[config.mk]
export PLATFORM = sky130hd
export DESIGN_NAME = bcd_display_mux
export DESIGN_NICKNAME = d
export VERILOG_FILES = /design/src/rtl/seg7_pkg.sv /design/src/rtl/bcd_to_seg7.sv /design/src/rtl/bcd_display_mux.sv
export SDC_FILE = /design/constraint.sdc
export NUM_CORES = 1
export LEC_CHECK = 0
export CAP_MARGIN = 20
export CORE_ASPECT_RATIO = 2
export CORE_MARGIN = 2
export CORE_UTILIZATION = 35
export CTS_CLUSTER_DIAMETER = 30
export DETAILED_ROUTE_END_ITERATION = 8
export PLACE_DENSITY_LB_ADDON = 0.25
export SYNTH_ARGS = -nofsm -noshare
export SYNTH_HDL_FRONTEND = slang
export SYNTH_HIERARCHICAL = 1
export SYNTH_SLANG_ARGS = --single-unit
[constraint.sdc]
create_clock -name clock -period 4.15 [get_ports clock]
set_clock_uncertainty 0.2 [all_clocks]
set_input_delay 1.245 -clock clock [delete_from_list [all_inputs] [get_ports clock]]
set_output_delay 1.245 -clock clock [all_outputs]
set_load 0.05 [all_outputs]
[src/rtl/seg7_pkg.sv]
// Seven-segment helpers shared by the display path.
// Holds the active-high gfedcba glyph patterns (seg[0]=a .. seg[6]=g) and
// the BCD-to-glyph decode function used by bcd_to_seg7.
package seg7_pkg;

  localparam logic [6:0] SEG_0     = 7'h3F;
  localparam logic [6:0] SEG_1     = 7'h06;
  localparam logic [6:0] SEG_2     = 7'h5B;
  localparam logic [6:0] SEG_3     = 7'h4F;
  localparam logic [6:0] SEG_4     = 7'h66;
  localparam logic [6:0] SEG_5     = 7'h6D;
  localparam logic [6:0] SEG_6     = 7'h7D;
  localparam logic [6:0] SEG_7     = 7'h07;
  localparam logic [6:0] SEG_8     = 7'h7F;
  localparam logic [6:0] SEG_9     = 7'h6F;
  localparam logic [6:0] SEG_DASH  = 7'h40;
  localparam logic [6:0] SEG_BLANK = 7'h00;

  // Invalid BCD codes (10..15) show a dash so a counter fault is visible.
  function automatic logic [6:0] bcd_to_seg(input logic [3:0] bcd);
    logic [6:0] pat;
    case (bcd)
      4'd0:    pat = SEG_0;
      4'd1:    pat = SEG_1;
      4'd2:    pat = SEG_2;
      4'd3:    pat = SEG_3;
      4'd4:    pat = SEG_4;
      4'd5:    pat = SEG_5;
      4'd6:    pat = SEG_6;
      4'd7:    pat = SEG_7;
      4'd8:    pat = SEG_8;
      4'd9:    pat = SEG_9;
      default: pat = SEG_DASH;
    endcase
    return pat;
  endfunction

endpackage

[src/rtl/bcd_to_seg7.sv]
// Combinational BCD digit to active-high seven-segment pattern.
// Ports:
//   digit  in  4  BCD digit (10..15 decode as a dash)
//   seg    out 7  active-high gfedcba pattern, seg[0]=a
module bcd_to_seg7
  import seg7_pkg::*;
(
  input  logic [3:0] digit,
  output logic [6:0] seg
);

  assign seg = bcd_to_seg(digit);

endmodule

[src/rtl/bcd_display_mux.sv]
// Two-digit multiplexed seven-segment driver for a 00..99 BCD counter.
// A refresh counter alternates the units/tens slots every REFRESH_DIV
// cycles; both digits are snapshotted together at each frame start so a
// frame never mixes old and new digits. seg/an are registered.
// Ports:
//   clock       in  1  system clock, rising edge
//   reset       in  1  synchronous active-high reset
//   count_high  in  4  BCD tens digit
//   count_low   in  4  BCD units digit
//   enable      in  1  1 = display on, 0 = all anodes inactive
//   seg         out 7  segment drive, seg[0]=a .. seg[6]=g
//   an          out 2  anode select, an[0]=units, an[1]=tens
module bcd_display_mux
  import seg7_pkg::*;
#(
  parameter int REFRESH_DIV        = 50000,
  parameter bit SEG_ACTIVE_LOW     = 1'b1,
  parameter bit AN_ACTIVE_LOW      = 1'b1,
  parameter bit BLANK_LEADING_ZERO = 1'b1
) (
  input  logic       clock,
  input  logic       reset,
  input  logic [3:0] count_high,
  input  logic [3:0] count_low,
  input  logic       enable,
  output logic [6:0] seg,
  output logic [1:0] an
);

  localparam int               CNT_W    = $clog2(REFRESH_DIV);
  localparam logic [CNT_W-1:0] CNT_LAST = CNT_W'(REFRESH_DIV - 1);
  localparam logic [1:0]       AN_OFF   = AN_ACTIVE_LOW ? 2'b11 : 2'b00;
  localparam logic [6:0]       SEG_OFF  = SEG_ACTIVE_LOW ? ~SEG_BLANK : SEG_BLANK;

  logic [CNT_W-1:0] cnt_r;
  logic             digit_sel_r;   // 0 = units slot, 1 = tens slot
  logic [3:0]       latch_high_r;
  logic [3:0]       latch_low_r;
  logic [6:0]       seg_r;
  logic [1:0]       an_r;

  logic             wrap_s;
  logic [3:0]       digit_s;
  logic [6:0]       pattern_s;
  logic             lit_s;
  logic [1:0]       onehot_s;
  logic [1:0]       an_next_s;
  logic [6:0]       seg_next_s;

  assign wrap_s = (cnt_r == CNT_LAST);

  // Single decoder on the currently selected latched digit.
  bcd_to_seg7 u_dec (
    .digit (digit_s),
    .seg   (pattern_s)
  );

  // Digit mux, blanking decision and output polarity.
  always_comb begin
    digit_s    = latch_low_r;
    lit_s      = enable;
    onehot_s   = 2'b00;
    an_next_s  = AN_OFF;
    seg_next_s = SEG_OFF;

    if (digit_sel_r) begin
      digit_s = latch_high_r;
    end else begin
      digit_s = latch_low_r;
    end

    if (digit_sel_r && BLANK_LEADING_ZERO && (latch_high_r == 4'd0)) begin
      lit_s = 1'b0;
    end else begin
      lit_s = enable;
    end

    if (lit_s) begin
      onehot_s = digit_sel_r ? 2'b10 : 2'b01;
    end else begin
      onehot_s = 2'b00;
    end

    if (AN_ACTIVE_LOW) begin
      an_next_s = ~onehot_s;
    end else begin
      an_next_s = onehot_s;
    end

    // Segments stay dark whenever the selected anode is off.
    if (SEG_ACTIVE_LOW) begin
      seg_next_s = lit_s ? ~pattern_s : ~SEG_BLANK;
    end else begin
      seg_next_s = lit_s ? pattern_s : SEG_BLANK;
    end
  end

  // Refresh counter, slot select, frame latch and registered pins.
  always_ff @(posedge clock) begin
    if (reset) begin
      cnt_r        <= {CNT_W{1'b0}};
      digit_sel_r  <= 1'b0;
      latch_high_r <= 4'd0;
      latch_low_r  <= 4'd0;
      an_r         <= AN_OFF;
      seg_r        <= SEG_OFF;
    end else begin
      an_r  <= an_next_s;
      seg_r <= seg_next_s;
      if (wrap_s) begin
        cnt_r       <= {CNT_W{1'b0}};
        digit_sel_r <= ~digit_sel_r;
        // End of the tens slot is the frame boundary: capture both digits.
        if (digit_sel_r) begin
          latch_high_r <= count_high;
          latch_low_r  <= count_low;
        end
      end else begin
        cnt_r <= cnt_r + CNT_W'(1);
      end
    end
  end

  assign seg = seg_r;
  assign an  = an_r;

endmodule

==> results of run 1 <==
area by class of cell:
type	instances	area [sq um]	area share [%]
clock buffer	7	76.32	3.863
inverter	10	37.54	1.900
multi-input combinational	125	914.6	46.30
sequential	34	680.7	34.45
tap	55	68.82	3.483
timing repair buffer	20	197.7	10.01
cell families after synthesis:
| family | after synthesis | synth area share, % |
|---|---|---|
| and+or+nand+nor | 77 | 28.21 |
| AOI/OAI and AO/OA | 15 | 6.193 |
| xor gates and xnor gates | 13 | 6.791 |
| DFF | 34 | 40.60 |
| adders and majority gates | 7 | 5.224 |
| muxes | 13 | 8.134 |
| buffers and inverters | 15 | 4.851 |
power by group through the flow:
stage | sequential (uW) | combinational [uW] | clock, uW
3_5_place_dp | 344 | 46.9 | 0
4_1_cts | 336 | 47.2 | 238
5_1_grt | 337 | 50.3 | 251
6_report | 336 | 46.3 | 229
2_1_floorplan | 356 | 13.8 | 0
3_3_place_gp | 343 | 46.7 | 0
registers in the layout (all words and copies together) (netlist names):
register	flops
an	2
cnt_r	16
digit_sel_r	1
latch_high_r	4
latch_low_r	4
seg	7
worst max-delay path by stage:
stage,depth (start not counted),startpoint,slack [ns],to
floorplan,3,reset,1.99,an[0]$_SDFF_PP1_
global placement,5,reset,1.18,seg[2]$_SDFF_PP1_
detailed placement,5,reset,1.15,seg[6]$_SDFF_PP1_
CTS,1,seg[1]$_SDFF_PP1_,1.28,seg[1]
global route,1,seg[1]$_SDFF_PP1_,1.25,seg[1]
finish,1,seg[1]$_SDFF_PP1_,1.30,seg[1]
Yosys cell counts (all sizes together):
library cell,count
nand4b,1
o31a,1
nand2,13
mux2i,8
or3,2
or2,1
o31ai,1
or4,1
nand2b,4
or2b,14
inv,10
xnor2,12
a21oi,3
mux2,5
and4bb,1
nor2,19
o21bai,1
nor4,6
o22ai,3
nor2b,2
ha,7
a22oi,1
a21o,2
buf,5
nand4,3
dfxtp,34
xor2,1
nor3,5
nand3,5
o21ai,3
routing by layer:
metal | vias up | global-route usage, % | wire length (um)
li1 | 628 | - | -
met1 | 566 | 14.68 | 1195
met2 | 20 | 26.25 | 1797
met3 | 7 | 4.094 | 91
met4 | 0 | 7.298 | 94
met5 | - | 0 | 0
metrics by stage:
stage	setup slack [ns]	utilization (%)	instances	hold slack (ns)	area (sq um)
CTS	1.277	42.97	251	0.2853	1976
global placement	1.177	41.31	244	0.2596	1899
detailed placement	1.153	41.31	244	0.2701	1899
floorplan	1.994	-	174	0.2399	1677
finish	1.297	42.97	251	0.2768	1976
global route	1.252	42.97	251	0.3130	1976
tightest hold or removal path, delay by kind of cell (launching register included):
family           cells  cell delay (ns)
flip-flops           1             0.32
multiplexers         1             0.05
AND/OR/NAND/NOR      1             0.06
==> run summary, run 1 <==
The floorplan step defined a die boundary enclosing 5394 sq um. The number of global-route vias before repair came out at 1256. The initial core utilization is 36.46%. The total power draw is 611.7 uW. The number of I/O pins came out at 20. Setup violations remaining at the end of the flow were counted as 0. The share of power burned in combinational logic came out at 7.6%. The endpoint identified for the worst register-to-register timing path is cnt_r[14]$_SDFF_PP0_. Of the available clock period, the critical path in the final layout requires 68.74%. The diode insertion count for antenna repair is 0. The tightest min-delay check is of the reg2reg type. The number of buffers between clock root and the deepest sink came out at 2. In this run the number of H-tree levels came out at 2. The area overhead of the layout relative to synthesis came out at 17.84%.

The largest area contributor in the synthesized netlist is dfxtp_1. The mean number of vias per cell is 4.865. The pin count of the biggest net entering global routing came out at 20. Net switching is 23.23% of the power. TritonCTS created 5 clock buffers. The signal on the critical path passes through clkdlybuf4s50_1. In this run the critical register-to-register path is launched from cnt_r[0]$_SDFF_PP0_. The number of filler instances in the final layout came out at 471.

The DRC violations left is 0. The number of antenna violations at the first check in global routing is 0. The final number of max-transition violations came out at 0. The data arrival time of the worst path is 1.41 ns. For the final routed database, the setup TNS stands at 0 ns. The floorplan row count is 35.

The count of cell types in the netlist is 35. The delay contributed by the slowest stage of the critical path came out at 0.80 ns. The worst setup path is of the reg2out kind. In this run the worst path has a maximum fanout of 1. Counting every sink on the clock net gives 34. The sequential share of power came out at 55.0%. In this run the tool buffered the top-level ports with 19 buffer cells. The worst reg-to-reg path cell count came out at 5. The source-to-sink clock delay at the later pin of the worst-skew pair came out at 0.28 ns.

After global routing the overflow that remains totals 0. The wire length after detailed routing is 3179 um. In the post-synthesis netlist, the biggest area contributors are dfxtp_1, or2b_2, xnor2_1. The required time at the worst-slack endpoint came out at 2.70 ns.

The die extent in y is 101.9 um. The detailed router finished its first iteration with 18 violations. Counting instances, the worst hold path has a depth of 2. The count of antenna-violating nets left after detailed routing came out at 0. The category of the worst setup path launch point is a register. The synthesized design contains 34 register bits. The worst hold path begins at latch_low_r[3]$_SDFFE_PP0P_.

The number of buffers inserted by post-CTS setup repair is 0. The number of hold buffers added after CTS was 0. The fraction of final layout cells sized beyond drive strength 1 is 17.35%. For this run, the total global-route usage over all layers was measured as 14.57%. The clock network burns 37.5% of the power. TritonCTS built the clock tree.

Summed over all cells, the static leakage comes to 0.0007138 uW. The clock transition time at the flip-flop clock pins of the worst setup and hold paths is 0.07 ns. The post-detailed-placement half-perimeter wirelength came out at 2389 um. The internal portion of the total power is 469.6 uW.

The largest delay contributor family on the critical path is buffers and inverters. The slack of the worst reg-to-reg path is 1.96 ns. Setup repair after global routing left no endpoint under its margin. Max-cap violations in this run came to 0. The run finished with clean final reports.

The count of synthesis-stage warnings from yosys came out at 6. The peak supply drop came out at 0.2538 mV. The pre-antenna-repair detailed-routing pass consisted of 4 iterations. The power per standard cell area came out at 309.6 nW/um^2. Leaving out fill and tap cells, the most frequent cell in the layout is dfxtp_1. The top cell types in the final layout, fill and taps aside, are dfxtp_1, nor2_1, clkdlybuf4s50_1. The number of cells produced by synthesis came out at 174.

The core area is 4598 sq um. The number of buffers and inverters on the critical path is 1. After synthesis, the mean cell area works out to 9.636 sq um. The count of instances resized after the clock tree is built came out at 0.

The top cell type by area accounts for 40.60% of the synthesized area. The tree is rooted in a clkbuf_8. The die outline width came out at 52.94 um. The via count of the routed design is 1221. Headroom to the max-slew limit came out at 54.46%.

The first-pass GRT wire length came out at 5747 um. Dividing the detail-routed wire length by the instance count gives 12.67 um. For this run, the post-layout net count is 214. The weighted congestion reported at the end of routability-driven placement is 0.7975. The synthesized netlist net count is 192. The shortest clock period the worst path allows after layout came out at 2.853 ns. The analysis attributes to net switching a power of 142.1 uW. The maximum operating frequency is 350.6 MHz. The post-synth design cell area came out at 1677 sq um. The path with the worst hold slack has its endpoint at latch_low_r[3]$_SDFFE_PP0P_. The worst setup path is captured at an output pin. The number of failing hold endpoints at the final stage came to 0. Sequential cells were found to cover 40.60% of the synthesized design area. The actual transition at the worst max-transition pin is 0.6827 ns. The slowest stage of the critical path is the clkdlybuf4s50_1 cell.
Note: power is estimated with default switching activity, not from simulation.
==> inputs of run 2 (changes only) <==
==> constraint.sdc (replaced) <==
create_clock -name clock -period 2.5 [get_ports clock]
set_clock_uncertainty 0.2 [all_clocks]
set_input_delay 0.75 -clock clock [delete_from_list [all_inputs] [get_ports clock]]
set_output_delay 0.75 -clock clock [all_outputs]
set_load 0.05 [all_outputs]
==> run 2 against run 1 <==
Sequential share of layout area down 0.62 points. Non-clock buffer count up 4. Utilization up 0.79 points.
==> run summary, run 2 (synthesis gave the netlist of run 1 again) <==
Along the worst hold path, the cell count comes to 1. Traced cell by cell, the critical path runs through clkdlybuf4s50_1. The maximum operating frequency came out at 425.2 MHz. The slack of the worst reg-to-reg path is 0.59 ns. Excluding fillers, the count of instances in the completed layout stands at 254.

Setup repair after global routing left no endpoint under its margin. After the first detailed-routing iteration, the DRC count stood at 8. More flip-flops sit in one register than any other, and that register is cnt_r.

The count of placed standard cells including taps is 248. The die outline width is 52.94 um. The cell-internal power is 801.1 uW.

The worst reg-to-reg path cell count is 5. For the final routed database, the setup TNS stands at 0 ns. The peak supply drop came out at 0.3399 mV.

The worst register-to-register path ends at cnt_r[8]$_SDFF_PP0_. The power per standard cell area is 512.8 nW/um^2. The endpoint of the worst hold-timing path is cnt_r[0]$_SDFF_PP0_. The worst path uses 94.06% of the clock period. The required time at the worst-slack endpoint is 1.55 ns.

The slowest stage of the critical path is the clkdlybuf4s50_1 cell. Per report_power, the clock group accounts for 38.3% of the total. Per report_power, the combinational group accounts for 7.6% of the total. The number of filler instances in the final layout is 474. The number of global-route vias before repair came to 1256. The source-to-sink clock delay at the later pin of the worst-skew pair came out at 0.28 ns.

The final global-route overflow total came out at 0. Clock tree synthesis selected as its root buffer the cell clkbuf_8. STA classifies the critical path startpoint as a register. The count of input and output buffers came out at 19. The post-detailed-placement half-perimeter wirelength is 2482 um.

The number of clock buffers inserted by TritonCTS is 5. The number of failing hold endpoints at the final stage came out at 0. Setup violations remaining at the end of the flow were counted as 0. Of the total power, the share spent switching nets is 22.35%. The first-pass detailed-route iteration total came out at 2. The run finished with clean final reports.

In the routed design, unresolved DRC markers number 0. In this run the worst setup path begins at seg[6]$_SDFF_PP1_. The die extent in y is 101.9 um. For this run, the slowest stage of the critical path takes 0.80 ns. The number of gates resized after CTS was 0. The via count of the routed design came out at 1238. The leakage power is 0.0007389 uW. The weighted congestion reported at the end of routability-driven placement came out at 0.7409. The mean number of vias per cell is 4.874. The core region is 4598 sq um. The power dissipated by switching net loads came out at 230.5 uW. Post-CTS timing repair inserted 0 buffers for setup. The initial utilization of the core area, before any placement, comes to 36.46%. The first-pass GRT wire length came out at 5485 um. The maximum fanout count along the critical path is 1. The area overhead of the layout relative to synthesis is 20.00%. In the final layout, the share of cells above drive strength 1 is 19.60%. The actual transition at the worst max-transition pin is 0.6547 ns. In the layout the commonest cells are dfxtp_1, nor2_1, clkdlybuf4s50_1.

The number of buffers and inverters on the critical path is 1. The shortest clock period the worst path allows after layout came out at 2.352 ns. The diode insertion count for antenna repair came out at 0.

The pin count of the biggest net entering global routing came out at 17. Grouping stages by cell kind, the critical path spends the most delay in buffers and inverters. The number of antenna violations at the first check in global routing came out at 0. The worst hold path belongs to the class reg2reg. The hold buffer count at cts came out at 0. During I/O placement, the number of pins put on the boundary was 20. The floorplan row count is 35. The H-tree depth is 2.

The startpoint identified for the worst hold timing path is cnt_r[0]$_SDFF_PP0_. TritonCTS built the clock tree. The final number of max-transition violations is 0. Leaving out fill and tap cells, the most frequent cell in the layout is dfxtp_1. Dividing the detail-routed wire length by the instance count gives 12.76 um. Once detail routing completed, the nets flagged for antenna violations numbered 0. The final layout contains 218 nets. The worst setup path is captured at an output pin. The sequential share of power came out at 54.1%.

The startpoint identified for the worst register-to-register timing path is cnt_r[0]$_SDFF_PP0_. In the global route stage, overall resource usage came out at 13.90%. The number of flip-flops under the largest register name came out at 16.

The headroom to the max-slew limit is 56.33%. The data arrival time of the worst path came out at 1.40 ns. The clock transition time at the flip-flop clock pins of the worst setup and hold paths is 0.06 ns. The number of max-cap violations is 0. The wire length after detailed routing is 3242 um. Counting every sink on the clock net gives 34. No sink is reached through more buffers than the 2 on the longest clock path. The area of the die is 5394 sq um. By startpoint and endpoint, the worst setup path is classified as reg2out.
## run 2: changes by cell type in the layout (fill, tap and decap cells not counted), sizes merged
cell    previous run  this run
clkbuf             7         6
buf                1         5
## run 2: metrics by stage
stage               power (uW)  area (sq um)  setup WS (ns)  hold slack, ns  utilization (%)
finish                    1032          2012         0.1484          0.2758            43.76
global route              1078          2012         0.1038          0.3242            43.76
CTS                       1056          2012         0.1307          0.2853            43.76
detailed placement       650.1          1929         0.2101          0.2673            41.96
global placement         649.2          1929         0.2564          0.2584            41.96
floorplan                613.9          1677         0.6695          0.2399                -
## run 2: how the worst max path moves through the flow
stage                                              end  slack (ns)  cells past startpoint
after detailed placement   latch_low_r[3]$_SDFFE_PP0P_        0.21                      4
after floorplan           latch_high_r[0]$_SDFFE_PP0P_        0.67                      5
after global placement    latch_high_r[3]$_SDFFE_PP0P_        0.26                      4
after CTS                                       seg[6]        0.13                      1
final                                           seg[6]        0.15                      1
after global routing                            seg[6]        0.10                      1
## run 2: cell type report
| type | instances | area, sq um | area share (%) |
|---|---|---|---|
| well taps | 55 | 68.82 | 3.420 |
| clock buffers | 6 | 82.58 | 4.104 |
| inverters | 10 | 37.54 | 1.866 |
| multi-input cells | 125 | 914.6 | 45.46 |
| flip-flops and latches | 34 | 680.7 | 33.83 |
| repair buffers | 24 | 227.7 | 11.32 |
## run 2: per-layer routing
layer | global-route usage, % | wire, um
met1 | 13.12 | 1175
met2 | 26.92 | 1931
met3 | 2.339 | 63
met4 | 7.101 | 71
met5 | 0 | 0
## run 2: power groups by stage
stage	clock network (uW)	registers [uW]	logic, uW
6_report	395	558	78.5
5_1_grt	436	558	84.7
4_1_cts	418	558	80.4
3_5_place_dp	0	570	80.1
3_3_place_gp	0	570	79.3
2_1_floorplan	0	591	22.9
